==> src/rtl/fft_agu_pkg.sv <==
// Shared definitions for the in-place radix-2 DIT FFT address generator:
// FSM state encoding, a constant clog2 helper and the parameter sanity check.
package fft_agu_pkg;

  localparam logic [1:0] ST_IDLE  = 2'd0;
  localparam logic [1:0] ST_ISSUE = 2'd1;
  localparam logic [1:0] ST_DRAIN = 2'd2;
  localparam logic [1:0] ST_DONE  = 2'd3;

  localparam int MIN_ADDR_WIDTH = 2;
  localparam int MIN_PIPE_LAT   = 1;

  // Elaboration-time ceil(log2(value)); clog2(1) = 0.
  function automatic int clog2(input int value);
    int r;
    r = 0;
    for (int i = 0; i < 31; i++) begin
      if ((1 << i) < value) r = i + 1;
    end
    return r;
  endfunction

  function automatic bit params_ok(input int addr_width, input int pipe_lat);
    return (addr_width >= MIN_ADDR_WIDTH) && (pipe_lat >= MIN_PIPE_LAT);
  endfunction

endpackage

==> src/rtl/addr_delay_line.sv <==
// Fixed-depth shift register that retimes read-side address/valid words to
// the write-back side. Holds while en is low; clr flushes every tap to zero.
module addr_delay_line
  import fft_agu_pkg::*;
#(
  parameter int DEPTH = 4,
  parameter int WIDTH = 7
) (
  input  logic             clk,
  input  logic             clr,
  input  logic             en,
  input  logic [WIDTH-1:0] din,
  output logic [WIDTH-1:0] dout
);

  logic [WIDTH-1:0] taps [DEPTH];

  always_ff @(posedge clk) begin
    if (clr) begin
      for (int i = 0; i < DEPTH; i++) begin
        taps[i] <= '0;
      end
    end else if (en) begin
      taps[0] <= din;
      for (int i = 1; i < DEPTH; i++) begin
        taps[i] <= taps[i-1];
      end
    end
  end

  assign dout = taps[DEPTH-1];

endmodule

==> src/rtl/fft_agu_pipe.sv <==
// Pipelined address generator for an in-place radix-2 DIT FFT: issues one
// butterfly read per cycle and replays each address PIPE_LAT cycles later as a write.
module fft_agu_pipe
  import fft_agu_pkg::*;
#(
  parameter int  ADDR_WIDTH = 3,
  parameter int  PIPE_LAT   = 4,
  localparam int STAGE_W    = clog2(ADDR_WIDTH)
) (
  input  logic                  clk,
  input  logic                  clr,
  input  logic                  start,
  input  logic                  stall,
  output logic [ADDR_WIDTH-1:0] addr_A_read,
  output logic [ADDR_WIDTH-1:0] addr_B_read,
  output logic [ADDR_WIDTH-1:0] addr_Twiddle,
  output logic                  rd_valid,
  output logic [ADDR_WIDTH-1:0] addr_A_write,
  output logic [ADDR_WIDTH-1:0] addr_B_write,
  output logic                  wr_en,
  output logic [STAGE_W-1:0]    stage,
  output logic                  busy,
  output logic                  done,
  output logic [1:0]            dbg_state
);

  // Control protocol: start is sampled only in IDLE; busy covers accept..done;
  // done is a one-cycle pulse. stall freezes every register for the cycle and
  // masks the rd_valid/wr_en/done pulses so nothing is seen twice.

  localparam int HALF  = 1 << (ADDR_WIDTH - 1);
  localparam int J_W   = ADDR_WIDTH - 1;
  localparam int CNT_W = clog2(PIPE_LAT + 1);
  localparam int DL_W  = 2 * ADDR_WIDTH + 1;

  if (!params_ok(ADDR_WIDTH, PIPE_LAT)) begin : g_param_error
    $error("fft_agu_pipe: ADDR_WIDTH must be >= 2 and PIPE_LAT >= 1");
  end

  logic [1:0]         state;
  logic [STAGE_W-1:0] s_q;
  logic [J_W-1:0]     j_q;
  logic [CNT_W-1:0]   drain_q;

  logic [ADDR_WIDTH-1:0] a_rd_q;
  logic [ADDR_WIDTH-1:0] b_rd_q;
  logic [ADDR_WIDTH-1:0] k_rd_q;
  logic                  rd_v_q;
  logic [STAGE_W-1:0]    stage_q;
  logic                  busy_q;
  logic                  done_q;

  logic [3*ADDR_WIDTH-1:0] addr_next;
  logic [DL_W-1:0]         dl_in;
  logic [DL_W-1:0]         dl_out;

  // Butterfly j of stage s: group g, position p inside the group; the
  // partner sits 2^s above, and the twiddle exponent is p scaled to N.
  function automatic logic [3*ADDR_WIDTH-1:0] bfly_addr(
    input logic [STAGE_W-1:0] s,
    input logic [J_W-1:0]     j
  );
    logic [ADDR_WIDTH-1:0] jx;
    logic [ADDR_WIDTH-1:0] mask;
    logic [ADDR_WIDTH-1:0] p;
    logic [ADDR_WIDTH-1:0] g;
    logic [ADDR_WIDTH-1:0] a;
    logic [ADDR_WIDTH-1:0] b;
    logic [ADDR_WIDTH-1:0] k;
    int                    si;
    si   = int'(s);
    jx   = {1'b0, j};
    mask = (ADDR_WIDTH'(1) << si) - ADDR_WIDTH'(1);
    p    = jx & mask;
    g    = jx >> si;
    a    = (g << (si + 1)) | p;
    b    = a + (ADDR_WIDTH'(1) << si);
    k    = p << (ADDR_WIDTH - 1 - si);
    return {a, b, k};
  endfunction

  assign addr_next = bfly_addr(s_q, j_q);

  always_ff @(posedge clk) begin
    if (clr) begin
      state   <= ST_IDLE;
      s_q     <= '0;
      j_q     <= '0;
      drain_q <= '0;
    end else if (!stall) begin
      case (state)
        ST_IDLE: begin
          if (start) begin
            state <= ST_ISSUE;
            s_q   <= '0;
            j_q   <= '0;
          end
        end
        ST_ISSUE: begin
          if (j_q == J_W'(HALF - 1)) begin
            state   <= ST_DRAIN;
            drain_q <= '0;
          end else begin
            j_q <= j_q + J_W'(1);
          end
        end
        ST_DRAIN: begin
          // Wait until the last write of this stage has left the delay line
          // before the next stage may read the same locations.
          if (drain_q == CNT_W'(PIPE_LAT - 1)) begin
            if (s_q == STAGE_W'(ADDR_WIDTH - 1)) begin
              state <= ST_DONE;
            end else begin
              state <= ST_ISSUE;
              s_q   <= s_q + STAGE_W'(1);
              j_q   <= '0;
            end
          end else begin
            drain_q <= drain_q + CNT_W'(1);
          end
        end
        ST_DONE: begin
          state <= ST_IDLE;
        end
        default: begin
          state <= ST_IDLE;
        end
      endcase
    end
  end

  always_ff @(posedge clk) begin
    if (clr) begin
      a_rd_q  <= '0;
      b_rd_q  <= '0;
      k_rd_q  <= '0;
      rd_v_q  <= 1'b0;
      stage_q <= '0;
      busy_q  <= 1'b0;
      done_q  <= 1'b0;
    end else if (!stall) begin
      rd_v_q <= (state == ST_ISSUE);
      if (state == ST_ISSUE) begin
        a_rd_q  <= addr_next[3*ADDR_WIDTH-1:2*ADDR_WIDTH];
        b_rd_q  <= addr_next[2*ADDR_WIDTH-1:ADDR_WIDTH];
        k_rd_q  <= addr_next[ADDR_WIDTH-1:0];
        stage_q <= s_q;
      end
      busy_q <= (state == ST_ISSUE) || (state == ST_DRAIN);
      done_q <= (state == ST_DONE);
    end
  end

  // Fed from the registered read side, so a read seen in cycle c is
  // written in cycle c + PIPE_LAT.
  assign dl_in = {a_rd_q, b_rd_q, rd_v_q};

  addr_delay_line #(
    .DEPTH (PIPE_LAT),
    .WIDTH (DL_W)
  ) u_delay (
    .clk  (clk),
    .clr  (clr),
    .en   (!stall),
    .din  (dl_in),
    .dout (dl_out)
  );

  assign addr_A_read  = a_rd_q;
  assign addr_B_read  = b_rd_q;
  assign addr_Twiddle = k_rd_q;
  assign rd_valid     = rd_v_q & ~stall;
  assign addr_A_write = dl_out[DL_W-1:ADDR_WIDTH+1];
  assign addr_B_write = dl_out[ADDR_WIDTH:1];
  assign wr_en        = dl_out[0] & ~stall;
  assign stage        = stage_q;
  assign busy         = busy_q;
  assign done         = done_q & ~stall;
  assign dbg_state    = state;

endmodule

==> config.mk <==
export PLATFORM = sky130hd
export DESIGN_NAME = fft_agu_pipe
export DESIGN_NICKNAME = d
export VERILOG_FILES = /design/src/rtl/fft_agu_pkg.sv /design/src/rtl/addr_delay_line.sv /design/src/rtl/fft_agu_pipe.sv
export SDC_FILE = /design/constraint.sdc
export NUM_CORES = 1
export LEC_CHECK = 0
export ABC_AREA = 1
export BUFFER_PORTS_ARGS = -buffer_cell sky130_fd_sc_hd__buf_2
export CAP_MARGIN = 20
export CORE_MARGIN = 2
export CORE_UTILIZATION = 55
export DETAILED_ROUTE_END_ITERATION = 10
export PLACE_DENSITY_LB_ADDON = 0.1
export SLEW_MARGIN = 20
export SYNTH_ARGS = -nofsm -noshare
export SYNTH_HDL_FRONTEND = slang
export SYNTH_HIERARCHICAL = 1
export SYNTH_SLANG_ARGS = --single-unit
==> constraint.sdc <==
create_clock -name clk -period 2.7 [get_ports clk]
set_input_delay 0.135 -clock clk [delete_from_list [all_inputs] [get_ports clk]]
set_output_delay 0.135 -clock clk [all_outputs]
set_load 0.05 [all_outputs]
==> summary.txt, run 1 <==
Yosys
  • Largest family of logic cells by synthesized area: simple AND/OR/NAND/NOR gates
  • Ys async rst share: 0
  • Synth Instances: 273
  • Register area share after synthesis: 0.520
  • Synthesized area: 2500 um2
  • Avg Inst Size Synth: 9.17 um2
  • Post-Synth Adder-Cell Area: 0.0780
  • Post-Synth XOR/XNOR Area: 0.00700
  • Post-synth top flop: edfxtp_1
  • Synth Register Bits: 51
  • EDFF count, synth: 28
  • Simple-gate area share of the yosys netlist: 0.219
  • Cell variety after synth: 28
  • Mapped Nets: 292
  • Synth warn: 6
  • Mux contribution to synthesized area: 0
  • Synth Area in Compound Gates: 0.0725

Cells and area
  • Area Growth Syn to Fin: 9.65%
  • Layout cells sized above 1: 0.227
  • # fillers: 389
  • Antenna diodes: 0
  • Nets: 319
  • Most frequent cells in the layout: inv_1 (50), nor2_1 (39), nand2_1 (29)
  • Commonest non-fill, non-tap cell in the layout: inv_1
  • Final Instance Count excl. Fillers: 352

STA
  • Setup TNS: 0 ns
  • Max Freq: 0.407 GHz
  • Least-Margin Pin Slew: 0.631 ns
  • Fin. Hold Viols: 0
  • Relative max-transition margin: 0.579
  • Final setup vio count: 0
  • Fin crit share: 0.910
  • Min cycle time layout: 2.46 ns
  • Worst clock skew: 0.00218 ns
  • Final slew viol count: 0
  • Hold_ws: 0.189 ns
  • RSZ-0062 raised after global routing: false

Pwr
  • Combinational Power Share: 0.138
  • Clock power share: 0.318
  • Sequential Power Share: 0.544
  • Internal: 0.00119 W
  • Psw: 0.000434 W
  • Cell Pwr Density: 591 nW/um2
  • Peak VDD IR: 0.274 mV
  • Sw frac: 0.268
  • Static Leak: 1.21 nW

Critical path
  • Crit path capture: addr_B_read[2]
  • Critical Path AT: 2.66 ns
  • Crit path required time: 2.91 ns
  • CP Launch Point: s_q[0]
  • FF-to-FF End: addr_B_read[2]
  • Crit end category: register
  • CP startpoint kind: register
  • Reg2reg path depth: 12
  • Flop-to-flop setup slack: 0.24 ns
  • CP Max Fanout: 8
  • CP Class: register to register
  • Reg2Reg Launch Point: s_q[0]

Placement
  • DP Wirelength: 2700 um
  • Placed Instances: 345
  • RePlAce Congestion: 0.885
  • I/O Buffers: 26

Detailed routing
  • Drt total wl: 3870 um
  • Wire length per cell: 11.0 um
  • Vias per cell: 4.91
  • Initial drt markers: 65
  • Routed Antenna Nets: 0
  • DRC viols: 0
  • Drt pass-1 iters: 4
  • DR vias: 1728

CTS
  • H-tree levels: 2
  • # hold bufs at CTS: 0
  • Clk_lat worst skew: 0.30 ns
  • Clock Tree Root: clkbuf_8
  • Num Clock Sinks: 51
  • # resized after CTS: 0
  • Setup bufs post-CTS: 0
  • Clk buf depth: 2
  • Worst-path clk slew: 0.09 ns
  • CTS tree: done
  • Num CTS Buffers: 5

Floorplan
  • Core Region: 4350 um2
  • Die area: 5110 um2
  • Starting Density: 0.575
  • Row count: 24
  • Ports: 27
  • Die height: 71.5 um
  • Width of the chip: 71.5 um

Global routing
  • Gr ovfl total: 0
  • Vias in the first global route: 1586
  • Largest net degree at the start of global routing: 29
  • All-Layer GR Usage: 0.171
  • First-pass GRT wire length: 6860 um
  • Initial antenna violation count: 0

Hold path
  • HP Class: primary input to register
  • Worst hold start: stall

Flow run
  • MaxCap Viol Count: 0

Run status
  • Status: complete, no violations
[stage by stage]
stage	power [W]	instance area [um2]	util	worst slack, ns
4_1_cts	0.00164	2740	0.630	0.230
5_1_grt	0.00169	2740	0.630	0.0493
6_report	0.00162	2740	0.630	0.244
3_3_place_gp	0.00112	2640	0.606	0.311
2_1_floorplan	0.00108	2500	-	0.456
3_5_place_dp	0.00113	2640	0.606	0.242
[power by group through the flow]
stage / Combinational, W / Sequential [W] / Clock, W
after floorplan: 0.000125 / 0.000960 / 0
after global placement: 0.000225 / 0.000899 / 0
after detailed placement: 0.000226 / 0.000901 / 0
after CTS: 0.000227 / 0.000883 / 0.000530
after global routing: 0.000250 / 0.000889 / 0.000550
final: 0.000224 / 0.000882 / 0.000515
[state kept, by name (all words and copies together) (netlist names), 3 cells and up]
name	count
u_delay/taps	28
addr_A_read	3
addr_B_read	3
addr_Twiddle	3
drain_q	3
[layout make-up]
type | count | area [um2] | area share
sequential | 51 | 1300 | 0.474
timing repair buffer | 26 | 130 | 0.0474
multi-input combinational | 163 | 942 | 0.343
tap | 52 | 65.1 | 0.0237
inverter | 53 | 199 | 0.0725
clock buffer | 5 | 68.8 | 0.0251
clock inverter | 2 | 37.5 | 0.0137
[critical path, stage by stage, from the launching register on]
cell and delay (ns):
dfxtp_1 0.44, inv_1 0.18, ha_1 0.44, nor2_1 0.10, nand3_1 0.09, nand2_1 0.07, ha_1 0.19, fa_1 0.42
xor2_1 0.18, nand3_1 0.08, nand3_1 0.07, nand2_1 0.06, inv_1 0.03
[logic make-up after synthesis]
family / Yosys count
buf+inv: 59
simple gates: 113
fa+ha+maj: 15
xor+xnor: 2
compound gates: 33
flops: 51
[cell usage after synthesis, types with 2 or more instances]
master	n	area, um2
a21oi_1	11	55.1
a21oi_2	2	17.5
buf_6	5	56.3
dfxtp_1	23	460
edfxtp_1	28	841
ha_1	14	175
inv_1	50	188
inv_2	3	11.3
nand2_1	29	109
nand3_1	14	70.1
nand3_2	3	30.0
nor2_1	39	146
nor2_2	22	138
o21ai_0	15	75.1
o21ai_1	2	10.0
[metal layers]
metal	global-route usage	up-vias	wire, um
met4	0.0755	0	64
li1	-	911	-
met2	0.295	22	1920
met3	0.0309	5	117
met5	0	-	0
met1	0.210	790	1770
[how the worst min path moves through the flow]
stage | end | slack [ns] | depth (start not counted)
after floorplan | addr_B_read[2] | 0.28 | 3
after global placement | addr_Twiddle[1] | 0.45 | 2
after detailed placement | addr_Twiddle[1] | 0.46 | 2
after CTS | rd_v_q | 0.18 | 3
after global routing | rd_v_q | 0.21 | 3
final | rd_v_q | 0.19 | 3
(Power assumes the default switching activity.)
==> inputs of run 2 (changes only) <==
Settings changed: SETUP_SLACK_MARGIN set to 0.4.
==> summary.txt, run 2 (synthesis gave the netlist of run 1 again) <==
Global routing
  • Initial antenna violation count: 0 (unchanged)
  • Largest net degree at the start of global routing: 29 (unchanged)
  • Gr ovfl total: 0 (unchanged)
  • First-pass GRT wire length: 6910 um (was 6860 um)
  • All-Layer GR Usage: 0.172 (was 0.171)
  • Vias in the first global route: 1583 (was 1586)

Floorplan
  • Width of the chip: 71.5 um (unchanged)
  • Row count: 24 (unchanged)
  • Core Region: 4350 um2 (unchanged)
  • Starting Density: 0.575 (unchanged)
  • Die height: 71.5 um (unchanged)
  • Ports: 27 (unchanged)
  • Die area: 5110 um2 (unchanged)

Detailed routing
  • DR vias: 1739 (was 1728)
  • Drt pass-1 iters: 4 (unchanged)
  • Wire length per cell: 11.0 um (about the same)
  • DRC viols: 0 (unchanged)
  • Drt total wl: 3900 um (was 3870 um)
  • Vias per cell: 4.91 (about the same)
  • Routed Antenna Nets: 0 (unchanged)
  • Initial drt markers: 68 (was 65)

Cells and area
  • Register area: 1310 um2 (was 1300 um2)
  • Largest register by flop count: u_delay/taps (unchanged)
  • # fillers: 384 (was 389)
  • Nets: 321 (was 319)
  • Most frequent cells in the layout: inv_1 (49), nor2_1 (39), nand2_1 (29) (was inv_1 (50), nor2_1 (39), nand2_1 (29))
  • Commonest non-fill, non-tap cell in the layout: inv_1 (unchanged)
  • Max reg flops: 28 (unchanged)
  • Layout cells sized above 1: 0.248 (was 0.227)
  • Final Instance Count excl. Fillers: 354 (was 352)
  • Cell area after layout: 2780 um2 (was 2740 um2)
  • Antenna diodes: 0 (unchanged)
  • Area Growth Syn to Fin: 11.2% (was 9.65%)
  • Multi-input gate area: 957 um2 (was 942 um2)

Pwr
  • Internal: 0.00119 W (about the same)
  • Static Leak: 1.22 nW (was 1.21 nW)
  • Combinational Power Share: 0.139 (was 0.138)
  • Cell Pwr Density: 583 nW/um2 (was 591 nW/um2)
  • Peak VDD IR: 0.273 mV (was 0.274 mV)
  • Clock power share: 0.318 (about the same)
  • Sw frac: 0.268 (about the same)
  • Psw: 0.000434 W (about the same)
  • Sequential Power Share: 0.543 (was 0.544)
  • Total Power: 0.00162 W (about the same)

STA
  • Max Freq: 0.462 GHz (was 0.407 GHz)
  • Worst clock skew: 0.00220 ns (was 0.00218 ns)
  • Relative max-transition margin: 0.579 (about the same)
  • Least-Margin Pin Slew: 0.632 ns (was 0.631 ns)
  • RSZ-0062 raised after global routing: false (unchanged)
  • Setup TNS: 0 ns (unchanged)
  • Hold_ws: 0.190 ns (was 0.189 ns)
  • Fin crit share: 0.801 (was 0.910)
  • Fin. Hold Viols: 0 (unchanged)
  • Final slew viol count: 0 (unchanged)
  • Final setup vio count: 0 (unchanged)
  • Min cycle time layout: 2.16 ns (was 2.46 ns)

Critical path
  • Critical Path AT: 2.37 ns (was 2.66 ns)
  • Crit path capture: addr_B_read[2] (unchanged)
  • CP Launch Point: s_q[0] (unchanged)
  • CP Max Fanout: 7 (was 8)
  • Reg2Reg Launch Point: s_q[0] (unchanged)
  • Crit end category: register (unchanged)
  • Crit path required time: 2.91 ns (about the same)
  • Reg2reg path depth: 12 (unchanged)
  • CP startpoint kind: register (unchanged)
  • CP Class: register to register (unchanged)
  • FF-to-FF End: addr_B_read[2] (unchanged)
  • Flop-to-flop setup slack: 0.54 ns (was 0.24 ns)

CTS
  • Clock Tree Root: clkbuf_8 (unchanged)
  • H-tree levels: 2 (unchanged)
  • # hold bufs at CTS: 0 (unchanged)
  • Num Clock Sinks: 51 (unchanged)
  • Clk buf depth: 2 (unchanged)
  • Clk_lat worst skew: 0.30 ns (about the same)
  • Num CTS Buffers: 5 (unchanged)
  • CTS tree: done (unchanged)
  • Worst-path clk slew: 0.09 ns (about the same)

Run status
  • Status: complete, no violations (unchanged)

Placement
  • I/O Buffers: 26 (unchanged)
  • Placed standard-cell area: 2640 um2 (unchanged)
  • Placed Instances: 345 (unchanged)
  • RePlAce Congestion: 0.885 (unchanged)
  • DP Wirelength: 2700 um (unchanged)

Flow run
  • MaxCap Viol Count: 0 (unchanged)

Hold path
  • HP Class: primary input to register (unchanged)
==> run 2: changes by cell type in the layout (fill, tap and decap cells not counted) <==
| cell | previous run | this run |
|---|---|---|
| clkinvlp_4 | 1 | 2 |
| ha_4 | 0 | 1 |
| dfxtp_4 | 0 | 1 |
| fa_2 | 0 | 1 |
| dfxtp_2 | 0 | 1 |
| inv_1 | 50 | 49 |
| dfxtp_1 | 23 | 21 |
| ha_1 | 14 | 13 |
| fa_1 | 1 | 0 |
| buf_4 | 0 | 2 |
==> run 2: repair_timing <==
item                                   4_1_cts  5_1_grt
cloned                                       0        0
resized for setup                            4        3
buffers inserted                             0        2
endpoints found under the hold margin        0        0
setup endpoints to repair                    1        1
==> run 2: worst min-delay path by stage <==
stage	startpoint	slack (ns)	cells after the start	endpoint
final	stall	0.19	3	rd_v_q
after global routing	stall	0.21	3	rd_v_q
after CTS	stall	0.18	3	rd_v_q
after detailed placement	addr_Twiddle[1]	0.46	2	addr_Twiddle[1]
after global placement	addr_Twiddle[1]	0.45	2	addr_Twiddle[1]
after floorplan	clr	0.28	3	addr_B_read[2]
==> run 2: metrics by stage <==
| stage | utilization | setup slack [ns] |
|---|---|---|
| CTS | 0.634 | 0.443 |
| global placement | 0.606 | 0.311 |
| floorplan | - | 0.456 |
| detailed placement | 0.606 | 0.242 |
| finish | 0.639 | 0.537 |
| global route | 0.639 | 0.403 |
==> run 2: worst max-delay path, stage by stage, from the launching register on <==
cell        delay [ns]
dfxtp_4           0.40
clkinvlp_4        0.15
ha_4              0.33
nor2_1            0.07
nand3_1           0.08
nand2_1           0.07
ha_1              0.19
fa_2              0.36
xor2_1            0.17
nand3_1           0.08
nand3_1           0.07
nand2_1           0.06
inv_1             0.03
==> run 2: layer usage <==
| layer | up-vias | track usage | part of all wire |
|---|---|---|---|
| met1 | 797 | 0.210 | 0.45 |
| met2 | 24 | 0.299 | 0.50 |
| met3 | 4 | 0.0309 | 0.030 |
| met4 | 0 | 0.0755 | 0.016 |
| li1 | 914 | - | - |
| met5 | - | 0 | 0 |
==> run 2: area by class of cell <==
cell class | count | area share
Clock buffer | 5 | 0.0247
Clock inverter | 2 | 0.0135
Inverter | 53 | 0.0728
Multi-Input combinational cell | 163 | 0.344
Sequential cell | 51 | 0.469
Tap cell | 52 | 0.0234
Timing Repair Buffer | 28 | 0.0522
==> run 2: power by group through the flow <==
stage,registers (W),logic [W],clock network [W]
global placement,0.000899,0.000225,0
CTS,0.000883,0.000227,0.000530
finish,0.000881,0.000225,0.000515
floorplan,0.000960,0.000125,0
global route,0.000888,0.000251,0.000549
detailed placement,0.000901,0.000226,0
==> inputs of run 3 (changes only) <==
Settings changed: ABC_AREA 1 to 0.
Clock period 2.7 ns to 2.25 ns, I/O delays scaled along.
==> summary.txt, run 3 <==
STA
  • Fin. Hold Viols: 0 (unchanged)
  • Final slew viol count: 0 (unchanged)
  • Fin crit share: 0.947 (was 0.801)
  • Least-Margin Pin Slew: 0.476 ns (was 0.632 ns)
  • Min cycle time layout: 2.13 ns (was 2.16 ns)
  • Relative max-transition margin: 0.682 (was 0.579)
  • Worst clock skew: 0.00734 ns (was 0.00220 ns)
  • RSZ-0062 raised after global routing: true (was false)
  • Final setup vio count: 0 (unchanged)
  • Max Freq: 0.469 GHz (was 0.462 GHz)
  • Setup TNS: 0 ns (unchanged)

Yosys
  • Ys async rst share: 0 (unchanged)
  • Mapped Nets: 233 (was 292)
  • Dominant cell type by area after synthesis: edfxtp_1 (unchanged)
  • Post-synth top flop: edfxtp_1 (unchanged)
  • Cell variety after synth: 40 (was 28)
  • EDFF count, synth: 28 (unchanged)
  • Yosys top cell area share: 0.344 (was 0.336)
  • Synth warn: 6 (unchanged)
  • Synth Register Bits: 51 (unchanged)
  • Avg Inst Size Synth: 11.4 um2 (was 9.17 um2)
  • Commonest cells post-synth: and3b_1 (28), edfxtp_1 (28), dfxtp_1 (23), nand2_1 (18), a21oi_1 (17) (was inv_1 (50), nor2_1 (39), nand2_1 (29), edfxtp_1 (28), dfxtp_1 (23))
  • Register area share after synthesis: 0.533 (was 0.520)
  • Synth Instances: 214 (was 273)
  • Synthesized area: 2440 um2 (was 2500 um2)
  • Top cells by area, synth: edfxtp_1 (34%), dfxtp_1 (19%), and3b_1 (10%) (was edfxtp_1 (34%), dfxtp_1 (18%), inv_1 (7.5%))

Detailed routing
  • Initial drt markers: 70 (was 68)
  • Vias per cell: 5.58 (was 4.91)
  • DR vias: 1742 (was 1739)
  • Drt pass-1 iters: 4 (unchanged)
  • DRC viols: 0 (unchanged)
  • Wire length per cell: 15.4 um (was 11.0 um)
  • Drt total wl: 4810 um (was 3900 um)
  • Routed Antenna Nets: 0 (unchanged)

CTS
  • Num Clock Sinks: 51 (unchanged)
  • Num CTS Buffers: 5 (unchanged)
  • Clock Tree Root: clkbuf_8 (unchanged)
  • # hold bufs at CTS: 0 (unchanged)
  • CTS tree: done (unchanged)
  • Worst-path clk slew: 0.09 ns (about the same)
  • Clk buf depth: 2 (unchanged)
  • H-tree levels: 2 (unchanged)
  • Clk_lat worst skew: 0.30 ns (about the same)

Critical path
  • Reg2reg path depth: 10 (was 12)
  • Crit path required time: 2.43 ns (was 2.91 ns)
  • CP Max Fanout: 6 (was 7)
  • CP Class: register to register (unchanged)
  • CP startpoint kind: register (unchanged)
  • Crit end category: register (unchanged)
  • Critical Path AT: 2.31 ns (was 2.37 ns)

Cells and area
  • Largest register by flop count: u_delay/taps (unchanged)
  • Most frequent cells in the layout: and3b_1 (28), edfxtp_1 (28), buf_2 (26) (was inv_1 (49), nor2_1 (39), nand2_1 (29))
  • Nets: 278 (was 321)
  • Final Instance Count excl. Fillers: 312 (was 354)
  • Layout cells sized above 1: 0.338 (was 0.248)
  • Area Growth Syn to Fin: 22.3% (was 11.2%)
  • # fillers: 327 (was 384)
  • Antenna diodes: 0 (unchanged)
  • Max reg flops: 28 (unchanged)

Pwr
  • Cell Pwr Density: 607 nW/um2 (was 583 nW/um2)
  • Psw: 0.000482 W (was 0.000434 W)
  • Sequential Power Share: 0.573 (was 0.543)
  • Peak VDD IR: 0.479 mV (was 0.273 mV)
  • Combinational Power Share: 0.146 (was 0.139)
  • Sw frac: 0.265 (was 0.268)
  • Static Leak: 1.34 nW (was 1.22 nW)
  • Internal: 0.00133 W (was 0.00119 W)
  • Clock power share: 0.281 (was 0.318)

Hold path
  • HP Class: primary input to register (unchanged)
  • Cells on Worst Hold Path: 3 (unchanged)

Floorplan
  • Width of the chip: 70.7 um (was 71.5 um)
  • Starting Density: 0.565 (was 0.575)
  • Die area: 4990 um2 (was 5110 um2)
  • Ports: 27 (unchanged)
  • Core Region: 4320 um2 (was 4350 um2)
  • Row count: 24 (unchanged)
  • Die height: 70.7 um (was 71.5 um)

Global routing
  • Gr ovfl total: 0 (unchanged)
  • Largest net degree at the start of global routing: 52 (was 29)
  • First-pass GRT wire length: 7260 um (was 6910 um)
  • Vias in the first global route: 1650 (was 1583)
  • Initial antenna violation count: 0 (unchanged)
  • All-Layer GR Usage: 0.184 (was 0.172)

Placement
  • Placed Instances: 285 (was 345)
  • RePlAce Congestion: 0.980 (was 0.885)
  • DP Wirelength: 2840 um (was 2700 um)
  • I/O Buffers: 26 (unchanged)

Run status
  • Status: complete, no violations (unchanged)

Flow run
  • MaxCap Viol Count: 0 (unchanged)
==> run 3: cells by family after synthesis <==
kind of cell / after synthesis / synth area share
AO/OA/AOI/OAI: 30 / 0.0824
adder cells (fa/ha/maj): 15 / 0.0799
buffers and inverters: 21 / 0.0451
AND/OR/NAND/NOR: 92 / 0.241
flip-flops: 51 / 0.533
multiplexers: 2 / 0.00819
XOR/XNOR: 3 / 0.0108
==> run 3: area by class of cell <==
type | count | area, um2 | area share
flip-flops and latches | 51 | 1320 | 0.441
repair buffers | 51 | 318 | 0.106
well taps | 52 | 65.1 | 0.0218
multi-input cells | 142 | 1160 | 0.388
clock inverters | 2 | 12.5 | 0.00419
clock buffers | 6 | 72.6 | 0.0243
inverters | 8 | 42.5 | 0.0142
==> run 3: per-layer routing <==
layer  wire (um)  share of wire  global-route usage  vias to the layer above
li1            -              -                   -                      854
met1        2000           0.42               0.201                      829
met2        2480           0.52               0.343                       43
met3         185          0.038              0.0470                       16
met4         142          0.030              0.0671                        0
met5           0              0                   0                        -
==> run 3: power groups by stage <==
stage	logic, W	registers, W	clock network [W]
3_5_place_dp	0.000228	0.00106	0
2_1_floorplan	0.000125	0.00112	0
4_1_cts	0.000237	0.00104	0.000523
5_1_grt	0.000281	0.00104	0.000552
6_report	0.000265	0.00104	0.000510
3_3_place_gp	0.000224	0.00106	0
==> run 3: final timing paths <==
check / start / end / slack (ns)
worst max-delay path: s_q[0] / addr_B_read[2] / 0.12
worst min-delay path: stall / rd_v_q / 0.24
worst max register to register: s_q[0] / addr_B_read[2] / 0.12
worst min register to register: addr_Twiddle[1] / addr_Twiddle[1] / 0.46
==> run 3: metrics by stage <==
step	power, W	hold slack (ns)	cell area (um2)	worst slack [ns]	utilization
floorplan	0.00124	0.192	2540	0.249	-
global placement	0.00128	0.440	2680	0.211	0.620
detailed placement	0.00129	0.444	2680	0.115	0.620
CTS	0.00180	0.234	2830	0.224	0.654
global route	0.00188	0.258	2990	0.0178	0.691
finish	0.00182	0.239	2990	0.119	0.691
==> run 3: critical path, stage by stage (launching register included) <==
cell,delay [ns]
dfxtp_4,0.39
inv_6,0.08
ha_4,0.15
nand2b_4,0.15
o41ai_4,0.09
ha_2,0.21
fa_2,0.36
xor2_1,0.17
a31oi_1,0.19
nand3b_1,0.16
a21oi_1,0.07
==> run 3: timing repair <==
action,CTS,global route
gates resized for setup,5,11
setup endpoints to repair,5,9
pin swaps,0,7
buffers inserted,5,14
gates cloned,0,0
